File: src/rtl/spi_link_pkg.sv
// ---------------------------------------------------------------------------
// spi_link_pkg
// Shared constants and types for the sclk/dout/sync_n serial DAC link.
//   SPI_LEN   : bits per frame, MSB first
//   DATA_W    : payload width, frame bits DATA_W-1:0
//   NCH       : number of channel registers
//   ADDR_LSB  : lowest bit of the channel address field
//   ADDR_W    : width of the channel address field
//   BCAST_BIT : frame bit that requests a write to every channel
//   CNT_W     : width of the receive bit counter (must hold SPI_LEN)
//   rx_state_t: receiver FSM states
// ---------------------------------------------------------------------------
package spi_link_pkg;

   localparam int SPI_LEN   = 16;
   localparam int DATA_W    = 12;
   localparam int NCH       = 8;
   localparam int ADDR_LSB  = 12;
   localparam int ADDR_W    = 3;
   localparam int BCAST_BIT = 15;
   localparam int CNT_W     = $clog2(SPI_LEN + 1);

   typedef enum logic [2:0] {
      IDLE,
      SHIFT,
      DONE,
      WAIT_END,
      ERR
   } rx_state_t;

endpackage

File: src/rtl/in_sync_edge.sv
// ---------------------------------------------------------------------------
// in_sync_edge
// Multi-flop synchronizer for one asynchronous input, followed by a history
// flop so that edges are detected on the synchronized value only.
//   clk_core : core clock
//   rst_n    : asynchronous active-low reset
//   d        : asynchronous input
//   level    : synchronized level
//   rise     : one-cycle pulse on a synchronized 0->1 transition
//   fall     : one-cycle pulse on a synchronized 1->0 transition
// RST_VAL is the idle level of the line, so that leaving reset does not
// produce a spurious edge.
// ---------------------------------------------------------------------------
module in_sync_edge #(
   parameter int   SYNC_STAGES = 2,
   parameter logic RST_VAL     = 1'b0
) (
   input  logic clk_core,
   input  logic rst_n,
   input  logic d,
   output logic level,
   output logic rise,
   output logic fall
);

   logic [SYNC_STAGES-1:0] sync_reg;
   logic                   hist_reg;

   always_ff @(posedge clk_core or negedge rst_n) begin
      if (!rst_n) begin
         sync_reg <= {SYNC_STAGES{RST_VAL}};
         hist_reg <= RST_VAL;
      end else begin
         sync_reg[0] <= d;
         for (int i = 1; i < SYNC_STAGES; i++) begin
            sync_reg[i] <= sync_reg[i-1];
         end
         hist_reg <= sync_reg[SYNC_STAGES-1];
      end
   end

   assign level = sync_reg[SYNC_STAGES-1];
   assign rise  = level & ~hist_reg;
   assign fall  = ~level & hist_reg;

endmodule

File: src/rtl/spi_dac_frame_rx.sv
// ---------------------------------------------------------------------------
// spi_dac_frame_rx
// Slave-side receiver for the DAC serial link. sclk, din and sync_n are
// oversampled in the clk_core domain; MSB-first frames are shifted in on
// sclk falling edges and decoded into a channel register bank.
//   clk_core   : core clock
//   rst_n      : asynchronous active-low reset
//   en         : receive enable, only sampled when a frame starts
//   sclk       : serial clock, idles high
//   din        : serial data, sampled on sclk falling edge
//   sync_n     : frame select, active low
//   word_out   : last complete frame
//   word_valid : one-cycle pulse, new word_out
//   ch_data    : channel registers
//   ch_updated : one-cycle pulse per written channel
//   frame_err  : one-cycle pulse, short or overlong frame
//   busy       : high while a frame is in progress
//   frame_cnt  : number of good frames, wraps
// ---------------------------------------------------------------------------
module spi_dac_frame_rx
   import spi_link_pkg::*;
#(
   parameter int SYNC_STAGES = 2
) (
   input  logic               clk_core,
   input  logic               rst_n,
   input  logic               en,
   input  logic               sclk,
   input  logic               din,
   input  logic               sync_n,
   output logic [SPI_LEN-1:0] word_out,
   output logic               word_valid,
   output logic [DATA_W-1:0]  ch_data [0:NCH-1],
   output logic [NCH-1:0]     ch_updated,
   output logic               frame_err,
   output logic               busy,
   output logic [15:0]        frame_cnt
);

   // ------------------------------------------------------------------
   // Input synchronizers
   // ------------------------------------------------------------------
   logic sclk_lvl, sclk_rise, sclk_fall;
   logic sync_lvl, sync_rise, sync_fall;
   logic din_lvl, din_rise_unused, din_fall_unused;

   in_sync_edge #(.SYNC_STAGES(SYNC_STAGES), .RST_VAL(1'b1)) u_sync_sclk (
      .clk_core (clk_core),
      .rst_n    (rst_n),
      .d        (sclk),
      .level    (sclk_lvl),
      .rise     (sclk_rise),
      .fall     (sclk_fall)
   );

   in_sync_edge #(.SYNC_STAGES(SYNC_STAGES), .RST_VAL(1'b1)) u_sync_sync_n (
      .clk_core (clk_core),
      .rst_n    (rst_n),
      .d        (sync_n),
      .level    (sync_lvl),
      .rise     (sync_rise),
      .fall     (sync_fall)
   );

   in_sync_edge #(.SYNC_STAGES(SYNC_STAGES), .RST_VAL(1'b0)) u_sync_din (
      .clk_core (clk_core),
      .rst_n    (rst_n),
      .d        (din),
      .level    (din_lvl),
      .rise     (din_rise_unused),
      .fall     (din_fall_unused)
   );

   // ------------------------------------------------------------------
   // FSM
   // ------------------------------------------------------------------
   rx_state_t            state_reg, state_next;
   logic [CNT_W-1:0]     cnt_reg, cnt_next;
   logic [SPI_LEN-1:0]   shift_reg, shift_next;

   logic [SPI_LEN-1:0]   word_out_reg;
   logic                 word_valid_reg;
   logic [DATA_W-1:0]    ch_data_reg [0:NCH-1];
   logic [NCH-1:0]       ch_updated_reg;
   logic                 frame_err_reg;
   logic                 busy_reg;
   logic [15:0]          frame_cnt_reg;

   // True in the cycle the last bit of a frame is shifted in; the decode
   // works on shift_next so the outputs land exactly one cycle after the
   // final sclk falling edge is detected.
   logic                 frame_complete;
   logic                 bcast;
   logic [ADDR_W-1:0]    addr;
   logic [DATA_W-1:0]    payload;

   assign frame_complete = (state_reg == SHIFT) && (state_next == DONE);
   assign bcast          = shift_next[BCAST_BIT];
   assign addr           = shift_next[ADDR_LSB +: ADDR_W];
   assign payload        = shift_next[DATA_W-1:0];

   always_comb begin
      state_next = state_reg;
      cnt_next   = cnt_reg;
      shift_next = shift_reg;
      case (state_reg)
         IDLE: begin
            // An sclk edge coincident with the frame start is not a data bit.
            if (sync_fall && en) begin
               state_next = SHIFT;
               cnt_next   = '0;
               shift_next = '0;
            end
         end
         SHIFT: begin
            // sync_n rising wins over a coincident sclk edge.
            if (sync_rise) begin
               state_next = ERR;
            end else if (sclk_fall) begin
               shift_next = {shift_reg[SPI_LEN-2:0], din_lvl};
               cnt_next   = cnt_reg + 1'b1;
               if (cnt_reg == CNT_W'(SPI_LEN - 1)) begin
                  state_next = DONE;
               end
            end
         end
         DONE, WAIT_END: begin
            // DONE also watches the line so a frame end or extra clock
            // arriving during the decode cycle is not lost.
            if (sync_rise) begin
               state_next = IDLE;
            end else if (sclk_fall) begin
               state_next = ERR;
            end else begin
               state_next = WAIT_END;
            end
         end
         ERR: begin
            state_next = IDLE;
         end
         default: begin
            state_next = IDLE;
         end
      endcase
   end

   always_ff @(posedge clk_core or negedge rst_n) begin
      if (!rst_n) begin
         state_reg      <= IDLE;
         cnt_reg        <= '0;
         shift_reg      <= '0;
         word_out_reg   <= '0;
         word_valid_reg <= 1'b0;
         ch_updated_reg <= '0;
         frame_err_reg  <= 1'b0;
         busy_reg       <= 1'b0;
         frame_cnt_reg  <= '0;
         for (int i = 0; i < NCH; i++) begin
            ch_data_reg[i] <= '0;
         end
      end else begin
         state_reg      <= state_next;
         cnt_reg        <= cnt_next;
         shift_reg      <= shift_next;
         word_valid_reg <= 1'b0;
         ch_updated_reg <= '0;
         frame_err_reg  <= (state_next == ERR);
         busy_reg       <= (state_next != IDLE);
         if (frame_complete) begin
            word_out_reg   <= shift_next;
            word_valid_reg <= 1'b1;
            frame_cnt_reg  <= frame_cnt_reg + 16'd1;
            for (int i = 0; i < NCH; i++) begin
               if (bcast || (addr == ADDR_W'(i))) begin
                  ch_data_reg[i]    <= payload;
                  ch_updated_reg[i] <= 1'b1;
               end
            end
         end
      end
   end

   assign word_out   = word_out_reg;
   assign word_valid = word_valid_reg;
   assign ch_data    = ch_data_reg;
   assign ch_updated = ch_updated_reg;
   assign frame_err  = frame_err_reg;
   assign busy       = busy_reg;
   assign frame_cnt  = frame_cnt_reg;

   // The synchronized levels of sclk and sync_n are only consumed through
   // their edge outputs.
   logic unused_levels;
   assign unused_levels = sclk_lvl ^ sync_lvl;

endmodule
File: config.mk
export PLATFORM = sky130hd
export DESIGN_NAME = spi_dac_frame_rx
export DESIGN_NICKNAME = d
export VERILOG_FILES = /design/src/rtl/spi_link_pkg.sv /design/src/rtl/in_sync_edge.sv /design/src/rtl/spi_dac_frame_rx.sv
export SDC_FILE = /design/constraint.sdc
export NUM_CORES = 1
export LEC_CHECK = 0
export CORE_MARGIN = 2
export CORE_UTILIZATION = 40
export CTS_BUF_LIST = sky130_fd_sc_hd__clkbuf_16
export CTS_CLUSTER_DIAMETER = 100
export DETAILED_ROUTE_END_ITERATION = 6
export DONT_BUFFER_PORTS = 1
export PLACE_DENSITY = 0.63
export SETUP_SLACK_MARGIN = 0.5
export SLEW_MARGIN = 20
export SYNTH_ARGS = -nofsm -noshare
export SYNTH_HDL_FRONTEND = slang
export SYNTH_SLANG_ARGS = --single-unit
File: constraint.sdc
create_clock -name clk_core -period 4.8 [get_ports clk_core]
set_input_delay 0.48 -clock clk_core [delete_from_list [all_inputs] [get_ports clk_core]]
set_output_delay 0.48 -clock clk_core [all_outputs]
set_load 0.03 [all_outputs]
# ---- Word level (Yosys, flattened, before mapping)
# Index checks and enable logic that the tools add are counted.
dict set report classes {
  n_addsub 2
  n_eq_ne 16
  muxes 25
  bitwise_logic 6
  n_reduce_logical 24
}
# op count
set op_table {}
lappend op_table {{2-to-1 mux 16 bit} 3}
lappend op_table {{one-hot mux 16 bit (2 select lines)} 1}
lappend op_table {{2-to-1 mux 3 bit} 6}
lappend op_table {{adder 16 x 1 -> 16 bit (second input constant)} 1}
lappend op_table {{AND reduction 2 bit} 8}
lappend op_table {{== test 3 x 2 -> 1 bit (second input constant)} 5}
lappend op_table {{== test 3 bit (second input constant)} 5}
lappend op_table {{2-to-1 mux 5 bit} 3}
lappend op_table {{one-hot mux 5 bit (2 select lines)} 1}
lappend op_table {{2-to-1 mux 1 bit} 9}
lappend op_table {{one-hot mux 3 bit (3 select lines)} 1}
lappend op_table {{logical OR 1 bit} 8}
lappend op_table {{2-to-1 mux 8 bit} 1}
lappend op_table {{== test 3 x 1 -> 1 bit (second input constant)} 2}
lappend op_table {{logical NOT 3 bit} 2}
lappend op_table {{inequality test 2 bit (second input constant)} 3}
lappend op_table {{adder 5 x 1 -> 5 bit (second input constant)} 1}
lappend op_table {{== test 5 x 4 -> 1 bit (second input constant)} 1}
lappend op_table {{AND reduction 4 bit} 1}
lappend op_table {{bitwise AND 1 bit} 3}
lappend op_table {{inverter 1 bit} 3}
lappend op_table {{nonzero test 3 bit} 1}
lappend op_table {{logical AND 1 bit} 2}
lappend op_table {{nonzero test 2 bit} 1}
lappend op_table {{OR reduction 2 bit} 1}
dict set report word_totals {
  regBits 171
  input_bits 6
  output_inout_bits 139
  wordCells 95
}

# ---- Logic depth before layout (Yosys ltp)
# Gate-level depths: netlist (run 1).
dict set report logic_depth {
  word_depth 9
  depth_mapped 9
  mapped_depth_nobuf 8
}

# ---- Modules after synthesis
# A second synthesis (run 1) with hierarchy kept.
dict set report unflattened {
  cells_unflattened 442
  hier_area_um2 6620.1
}
# module instances cells_each area_each_um2 seq_area_each_um2
set modules_own_cells {}
lappend modules_own_cells {spi_dac_frame_rx 1 427 6342.3 4053.9}
lappend modules_own_cells {{in_sync_edge (u_sync_sclk ...)} 2 5 93.8 78.8}
lappend modules_own_cells {{in_sync_edge (u_sync_din)} 1 5 90.1 75.1}

# ---- Worst setup path before layout (run 1)
# Ideal clock, no wire load.
dict set report synth_path {
  kind {reg2reg}
  startpoint {reg cnt_reg[0]}
  endpoint {reg ch_data_reg (netlist bit ch_data[10])}
  arrival_ps 1913
  required_ps 4675
  setup_slack_ps 2763
  path_stages_with_launch 10
  cell_sequence {dfrtp_1 > ha_1 > and3_1 > ha_1 > nor2b_1 > buf_2 > nand3_2 > nor2_2 > buf_4 > mux2_2}
}
dict set report synth_between {
  elab_chain_cells 8
}
# item line
set synth_lines {}
lappend synth_lines {{from (decl)} spi_dac_frame_rx.sv:78} ;# logic [CNT_W-1:0] cnt_reg, cnt_next;
lappend synth_lines {{from (signal assigned)} spi_dac_frame_rx.sv:163} ;# cnt_reg <= cnt_next;
lappend synth_lines {{== test 5 x 4 -> 1 bit} spi_dac_frame_rx.sv:122} ;# if (cnt_reg == CNT_W'(SPI_LEN - 1)) begin
lappend synth_lines {{2-to-1 mux 3 bit} spi_dac_frame_rx.sv:122}
lappend synth_lines {{2-to-1 mux 3 bit} spi_dac_frame_rx.sv:119} ;# end else if (sclk_fall) begin
lappend synth_lines {{2-to-1 mux 3 bit} spi_dac_frame_rx.sv:117} ;# if (sync_rise) begin
lappend synth_lines {{one-hot mux 3 bit (3 select lines)} spi_dac_frame_rx.sv:106} ;# case (state_reg)
lappend synth_lines {{== test 3 x 2 -> 1 bit} spi_dac_frame_rx.sv:97} ;# assign frame_complete = (state_reg == SHIFT) && (state_next == DONE);
lappend synth_lines {{logical AND 1 bit} spi_dac_frame_rx.sv:97}
lappend synth_lines {{AND reduction 2 bit (no source line)} n/a}
lappend synth_lines {{to (signal, indexed assignment)} spi_dac_frame_rx.sv:175} ;# ch_data_reg[i] <= payload;
lappend synth_lines {{to (decl)} spi_dac_frame_rx.sv:83} ;# logic [DATA_W-1:0] ch_data_reg [0:NCH-1];
# No other way between the ends.
# A chain may end at the register's enable or synchronous reset.

# ---- Final worst setup path (run 1)
dict set report layout_path {
  startpoint {reg cnt_reg[0]}
  endpoint {reg ch_data_reg (netlist bit ch_data[11])}
}
# Same word-level chain as after synthesis.

==> results of run 1 <==
-- cells by family after synthesis --
kind of cell,Yosys count,synth area share
AND/OR/NAND/NOR,178,0.133
flip-flops,170,0.662
AO/OA/AOI/OAI,129,0.114
buffers and inverters,43,0.0342
multiplexers,17,0.0297
XOR/XNOR,16,0.0218
adder cells (fa/ha/maj),3,0.00583
-- cell type report --
cell class                      count  area, sq um
Fill cell                        1466         8650
Sequential cell                   170         4260
Multi-Input combinational cell    343         2000
Clock buffer                       17          425
Tap cell                          216          270
Clock inverter                     15          171
Inverter                           10         37.5
Timing Repair Buffer                2         15.0
-- synthesized netlist by cell type, types with 2 or more instances --
cell       count
a31oi_1        2
mux2_2        17
buf_6          4
nand3_1        9
xnor2_1       14
a22o_1         4
nor3b_1        4
buf_4          4
buf_2         11
dfstp_2        6
xor2_1         2
nand2_1      115
o2111ai_1      7
and3_1         4
clkbuf_1      14
nand4_1        8
and3b_1        3
a21oi_1        2
ha_1           3
o21ai_0       98
inv_1         10
a21o_1        12
dfrtp_1      164
and2_1        15
nor2_1         5
nor2b_1        2
-- path summary, 6_finish.rpt --
kind | start | to | slack (ns) | cells past startpoint
worst max-delay path | cnt_reg[0]$_DFFE_PN0P_ | ch_data[11]$_DFFE_PN0P_ | 1.96 | 7
max in group asynchronous | rst_n | ch_data[88]$_DFFE_PN0P_ | 4.74 | 0
worst min-delay path | rst_n | frame_cnt[1]$_DFFE_PN0P_ | -0.25 | 0
worst min register to register | u_sync_din.sync_reg[0]$_DFF_PN0_ | u_sync_din.sync_reg[1]$_DFF_PN0_ | 0.35 | 0
worst max register to register | cnt_reg[0]$_DFFE_PN0P_ | ch_data[11]$_DFFE_PN0P_ | 1.96 | 7
min in group clk_core | sync_n | u_sync_sync_n.sync_reg[0]$_DFF_PN1_ | 0.05 | 0
-- metrics by stage --
step            util  power [mW]  hold WS, ns  setup WS, ns
4_1_cts        0.453        2.92       -0.273          1.94
3_3_place_gp   0.416        1.54        0.193          2.05
2_1_floorplan      -        1.53        0.184          2.76
3_5_place_dp   0.416        1.54        0.194          1.95
5_1_grt        0.453        2.99       -0.263          1.69
6_report       0.453        2.89       -0.246          1.96
-- cell usage in the layout (no fill, tap or decap), types with 5 or more instances in the layout --
| cell type | synthesis | layout |
|---|---|---|
| xnor2_1 | 14 | 14 |
| inv_6 | 0 | 7 |
| nand4_1 | 8 | 8 |
| nand2_1 | 115 | 115 |
| o2111ai_2 | 0 | 6 |
| dfrtp_1 | 164 | 164 |
| clkbuf_16 | 0 | 17 |
| nand3_1 | 9 | 9 |
| nor2_1 | 5 | 5 |
| inv_1 | 10 | 10 |
| o21ai_0 | 98 | 98 |
| mux2_2 | 17 | 17 |
| and2_1 | 15 | 15 |
| dfstp_2 | 6 | 6 |
| a21o_1 | 12 | 12 |
-- power breakdown --
group / switching [mW] / internal [mW]
Combinational: 0.0252 / 0.0184
Sequential: 0.0179 / 1.45
Clock: 0.635 / 0.745
-- metal layers --
layer,vias to the layer above,wire [microns],GRT usage
met5,-,0,0
met4,0,361,0.0757
met3,22,1400,0.0770
met2,130,6730,0.277
met1,1988,6200,0.227
li1,1864,-,-
==> results.md, run 1 <==
| Stage | Parameter | Reported |
| --- | --- | --- |
| clocking | Clock-pin transition on the worst setup and hold timing paths | 0.07 ns |
| worst setup path | Critical-path cell list | ha_1, and3_1, ha_1, nor2b_1, nand3_2, nor2_2, mux2_2 |
| detailed routing | Count of nets left with antenna violations after detail routing | 0 |
| synth | Top cells by area in the synthesized netlist | dfrtp_1, o21ai_0, nand2_1, mux2_2, dfstp_2 |
| synth | Number of flops mapped to enable cells by yosys | 0 |
| synth | Portion of synthesized cell area occupied by the leading cell type | 0.637 |
| clocking | Total clock buffers created by CTS | 17 |
| timing | Setup violations, final | 0 |
| timing | Final Cycle Share | 0.592 |
| die | Placeable core area | 15800 sq um |
| synth | Post-Synthesis Net Count | 565 |
| synth | YS warnings | 0 |
| timing | Slew of the pin with the lowest slew margin | 1.00 ns |
| timing | Highest clock frequency the design can meet | 0.352 GHz |
| synth | Mapped Area | 6440 sq um |
| synth | Cell count after synthesis | 556 |
| die | Boundary Pins | 145 |
| timing | Relative slew margins | 0.332 |
| clocking | Maximum level of the CTS H-tree | 4 |
| grt | First-pass GRT wire length | 22800 microns |
| synth | Post-synthesis register bit count | 170 |
| clocking | Clock latency on the worst-skew pair | 0.43 ns |
| worst setup path | Data required time at the worst endpoint | 5.11 ns |
| clocking | Clock tree root driver cell | clkbuf_16 |
| place | Buffers on Ports | 0 |
| layout | Count of nets after finishing | 553 |
| detailed routing | Initial detailed-routing violation count | 247 |
| grt | Gr ovfl total | 0 |
| layout | Max FFs per register | 96 |
| detailed routing | First-pass detailed-route iteration total | 4 |
| layout | Layout Area Growth over Synthesis | 11.4% |
| timing | Unrepaired setup endpoints after global routing | false |
| die | Chip Height | 131 microns |
| clocking | Total setup buffers inserted after CTS | 0 |
| worst setup path | Category of the worst setup path capture point | flip-flop |
| pwr | Power Dens Cells | 403 nW/um^2 |
| die | Die X-Extent | 131 microns |
| grt | Maximum number of pins on one net before global-route repair | 171 |
| detailed routing | Via density per instance | 5.18 |
| worst setup path | Slowest library cell on the worst path | nor2b_1 |
| worst setup path | Data arrival time of the worst path | 3.15 ns |
| detailed routing | Number of design rule violations left after detail routing | 0 |
| clocking | CTS tree | built |
| place | Last weighted congestion value of the routability-driven placer | 0.798 |
| worst setup path | Type of the worst setup path | flip-flop to flip-flop |
| synth | Fraction of registers with async set or reset after synthesis | 1.00 |
| clocking | Clock sink count | 170 |
| layout | Antenna cells | 0 |
| place | Placed Area | 6580 sq um |
| clocking | Post-CTS resize count | 0 |
| place | Post-Place Cells | 741 |
| outcome | Violations in the final reports | negative hold slack |
| layout | Ratio of cells with drive above 1 in the final layout | 0.124 |
| layout | Total non-filler cell area in the finished layout | 7180 sq um |
| grt | Vias in the first global route | 3936 |
| grt | Number of antenna violations at the first check in global routing | 0 |
| min path | Type of the worst min-delay path | input pin to asynchronous set/reset pin |
| timing | Total Negative Setup Slacks | 0 ns |
| clocking | Worst-case clock buffer depth | 2 |
| timing | Max-slew violation total from the final report | 0 |
| timing | Final Hold Slack | -0.246 ns |
| synth | Library cells used by synthesis | 43 |
| worst setup path | Setup crit start kind | flip-flop |
| synth | Synth Area per Inst | 11.6 sq um |
| layout | Post-Layout Cell Count | 773 |
| detailed routing | Via count | 4004 |
| timing | Max Clock Skew | 0.0116 ns |
| detailed routing | Per-cell routed wire length | 19.0 microns |
| die | Total number of placement rows | 46 |
| job | Maximum Capacitance Violations | 0 |
| detailed routing | WL final | 14700 microns |
| die | Die area | 17100 sq um |
| worst setup path | Number of buffers and inverters on the critical path | 0 |
| worst setup path | CP dominant cell by count | ha_1 |
| synth | Yosys top cell by area | dfrtp_1 |
| worst setup path | Category of cells accounting for the largest share of critical-path delay | simple AND/OR/NAND/NOR gates |
| die | Starting density of the core | 0.407 |
| grt | Global-route total usage across every layer | 0.181 |
| worst setup path | Critical path peak fanout | 13 |
| outcome | Outcome | complete, but fails checks |
| timing | Period minus WS final | 2.84 ns |
| timing | Hold violation total from the final report | 170 |
| synth | Dominant synthesized flop cell | dfrtp_1 |
| synth | Proportion of synthesized chip area in sequential cells | 0.662 |
| pwr | Worst-case vdd ir drop | 0.234 mV |
| place | Final HPWL from detailed placement | 9790 microns |
| worst setup path | Largest stage delay on the critical path | 0.69 ns |
| pwr | Leakage Power | 3.40 nW |
Power figures use the tool's default switching activity.
==> run 2: changes to the inputs <==
- clock period: 4.8 -> 2.9 ns (I/O delays scaled with it)
==> results.md, run 2 (synthesized netlist as in run 1, its figures left out) <==
| Stage | Parameter | Reported | Delta |
| --- | --- | --- | --- |
| worst setup path | Category of the worst setup path capture point | flip-flop |  |
| clocking | CTS tree | built |  |
| layout | Antenna cells | 0 | unchanged |
| pwr | Total Power | 4.70 mW | +63% |
| die | Chip Height | 131 microns | unchanged |
| job | Maximum Capacitance Violations | 0 | unchanged |
| layout | Max FFs per register | 96 | unchanged |
| grt | First-pass GRT wire length | 23200 microns | +1.5% |
| pwr | Net load switching power | 1.07 mW | +57% |
| timing | Slew of the pin with the lowest slew margin | 0.665 ns | -0.336 ns |
| layout | Ratio of cells with drive above 1 in the final layout | 0.139 | +0.0152 |
| pwr | Power Dens Cells | 642 nW/um^2 | +59% |
| detailed routing | Number of design rule violations left after detail routing | 0 | unchanged |
| die | Boundary Pins | 145 | unchanged |
| detailed routing | Per-cell routed wire length | 19.1 microns | +0.30% |
| clocking | Clock sink count | 170 | unchanged |
| place | Buffers on Ports | 0 | unchanged |
| detailed routing | Via density per instance | 5.28 | +2.0% |
| die | Starting density of the core | 0.407 | unchanged |
| worst setup path | Type of the worst setup path | flip-flop to flip-flop |  |
| pwr | Internal Power | 3.64 mW | +64% |
| worst setup path | Capture instance of the worst register-to-register path | ch_data[54]$_DFFE_PN0P_ |  |
| worst setup path | Data required time at the worst endpoint | 3.17 ns | -1.94 ns |
| layout | Post-Layout Cell Count | 784 | +1.4% |
| die | Total number of placement rows | 46 | unchanged |
| layout | Leading cell types in the layout, fill and taps excluded | dfrtp_1, nand2_1, o21ai_0 |  |
| die | Die X-Extent | 131 microns | unchanged |
| worst setup path | Register-to-Register Setup Slack | 0.57 ns | -1.39 ns |
| pwr | Sw frac | 0.227 | -0.00773 |
| grt | Number of antenna violations at the first check in global routing | 0 | unchanged |
| detailed routing | WL final | 15000 microns | +1.7% |
| detailed routing | First-pass detailed-route iteration total | 4 | unchanged |
| grt | Gr ovfl total | 0 | unchanged |
| detailed routing | Initial detailed-routing violation count | 227 | -8.1% |
| clocking | Clock tree root driver cell | clkbuf_16 |  |
| timing | Unrepaired setup endpoints after global routing | true |  |
| worst setup path | Setup crit start kind | flip-flop |  |
| detailed routing | Via count | 4143 | +3.5% |
| timing | Final Cycle Share | 0.803 | +0.212 |
| timing | Highest clock frequency the design can meet | 0.429 GHz | +22% |
| timing | Final Hold Slack | -0.441 ns | -0.195 ns |
| min path | Type of the worst min-delay path | input pin to asynchronous set/reset pin |  |
| clocking | Hold buffers post-CTS | 3 |  |
| place | Last weighted congestion value of the routability-driven placer | 0.796 | -0.34% |
| grt | Global-route total usage across every layer | 0.183 | +0.00144 |
| timing | Max Clock Skew | 0.00889 ns | -0.00271 ns |
| worst setup path | Critical Path Sink | ch_data[54]$_DFFE_PN0P_ |  |
| clocking | Clock latency on the worst-skew pair | 0.43 ns | about the same |
| timing | Setup violations, final | 0 | unchanged |
| detailed routing | Count of nets left with antenna violations after detail routing | 0 | unchanged |
| die | Placeable core area | 15800 sq um | unchanged |
| place | Final HPWL from detailed placement | 9910 microns | +1.3% |
| layout | Layout Area Growth over Synthesis | 13.8% |  |
| pwr | Part of the power in the clock network | 0.465 | -0.012 |
| layout | Fillcell total | 1438 | -1.9% |
| die | Die area | 17100 sq um | unchanged |
| timing | Relative slew margins | 0.556 | +0.224 |
| layout | Count of nets after finishing | 564 | +2.0% |
| clocking | Clock-pin transition on the worst setup and hold timing paths | 0.07 ns | about the same |
| pwr | Worst-case vdd ir drop | 0.411 mV | +75% |
| timing | Hold violation total from the final report | 170 | unchanged |
| clocking | Maximum level of the CTS H-tree | 4 | unchanged |
| pwr | Fraction of power consumed by combinational cells | 0.017 | +0.002 |
| grt | Maximum number of pins on one net before global-route repair | 171 | unchanged |
| clocking | Worst-case clock buffer depth | 2 | unchanged |
| pwr | Sequential share of power | 0.518 | +0.010 |
| layout | Most common cell after layout, fill and taps aside | dfrtp_1 |  |
| worst setup path | Reg2reg path depth | 8 | +1 |
| worst setup path | R2R Path Start | cnt_reg[0]$_DFFE_PN0P_ |  |
| place | Post-Place Cells | 744 | +0.40% |
| worst setup path | Critical Path Source | cnt_reg[0]$_DFFE_PN0P_ |  |
| clocking | Total clock buffers created by CTS | 17 | unchanged |
| grt | Vias in the first global route | 4094 | +4.0% |
| worst setup path | Data arrival time of the worst path | 2.60 ns | -0.55 ns |
| outcome | Outcome | complete, but fails checks |  |
| timing | Total Negative Setup Slacks | 0 ns | unchanged |
| layout | Fraction of the core area covered by cells at the end of the flow | 0.463 | +0.00957 |
| timing | Max-slew violation total from the final report | 0 | unchanged |
| pwr | Leakage Power | 3.44 nW | +1.0% |
| timing | Period minus WS final | 2.33 ns | -0.511 ns |
| worst setup path | Critical path peak fanout | 25 | +12 |
| outcome | Violations in the final reports | negative hold slack |  |
## run 2: worst min-delay path by stage
stage	start	end	slack, ns	cells past startpoint
floorplan	rst_n	busy$_DFF_PN0_	-0.006	0
global placement	rst_n	ch_updated[7]$_DFF_PN0_	0.001	0
detailed placement	rst_n	shift_reg[5]$_DFF_PN0_	-0.0005	0
CTS	rst_n	word_out[2]$_DFFE_PN0P_	-0.46	0
global route	rst_n	ch_data[18]$_DFFE_PN0P_	-0.47	0
finish	rst_n	ch_updated[7]$_DFF_PN0_	-0.44	0
## run 2: per-stage QoR
stage,instance area (sq um),worst slack (ns)
global placement,6600,0.570
floorplan,6440,0.863
CTS,7210,0.465
finish,7330,0.570
global route,7330,0.423
detailed placement,6600,0.485
## run 2: area by class of cell
class / count / area [sq um] / area share
clock inverter: 15 / 140 / 0.0191
inverter: 10 / 37.5 / 0.00512
clock buffer: 17 / 425 / 0.0581
timing repair buffer: 13 / 118 / 0.0160
tap: 216 / 270 / 0.0369
multi-input combinational: 343 / 2080 / 0.283
sequential: 170 / 4260 / 0.582
## run 2: power by group through the flow
| stage | Clock, mW | Sequential (mW) | Combinational [mW] |
|---|---|---|---|
| floorplan | 0 | 2.47 | 0.0648 |
| detailed placement | 0 | 2.48 | 0.0737 |
| global placement | 0 | 2.48 | 0.0711 |
| CTS | 2.24 | 2.43 | 0.0779 |
| finish | 2.19 | 2.44 | 0.0802 |
| global route | 2.34 | 2.44 | 0.0891 |
## run 2: what timing repair did
| item | 4_1_cts | 5_1_grt |
|---|---|---|
| gates resized for setup | 1 | 9 |
| cloned | 0 | 0 |
| setup endpoints to repair | 15 | 94 |
| buffers inserted | 0 | 5 |
| hold endpoints to repair | 173 | 170 |
## run 2: metal layers
metal,vias up,part of all wire,global-route usage
met5,-,0,0
met4,0,0.018,0.0732
li1,1886,-,-
met2,143,0.46,0.279
met1,2095,0.43,0.233
met3,19,0.091,0.0729
## run 2: critical path: stages, from the launching register on
cell,delay [ns]
dfrtp_1,0.38
ha_1,0.18
and3_1,0.16
ha_1,0.16
nor2b_1,0.28
buf_4,0.29
o2111ai_4,0.38
nand2_1,0.21
o21ai_0,0.12
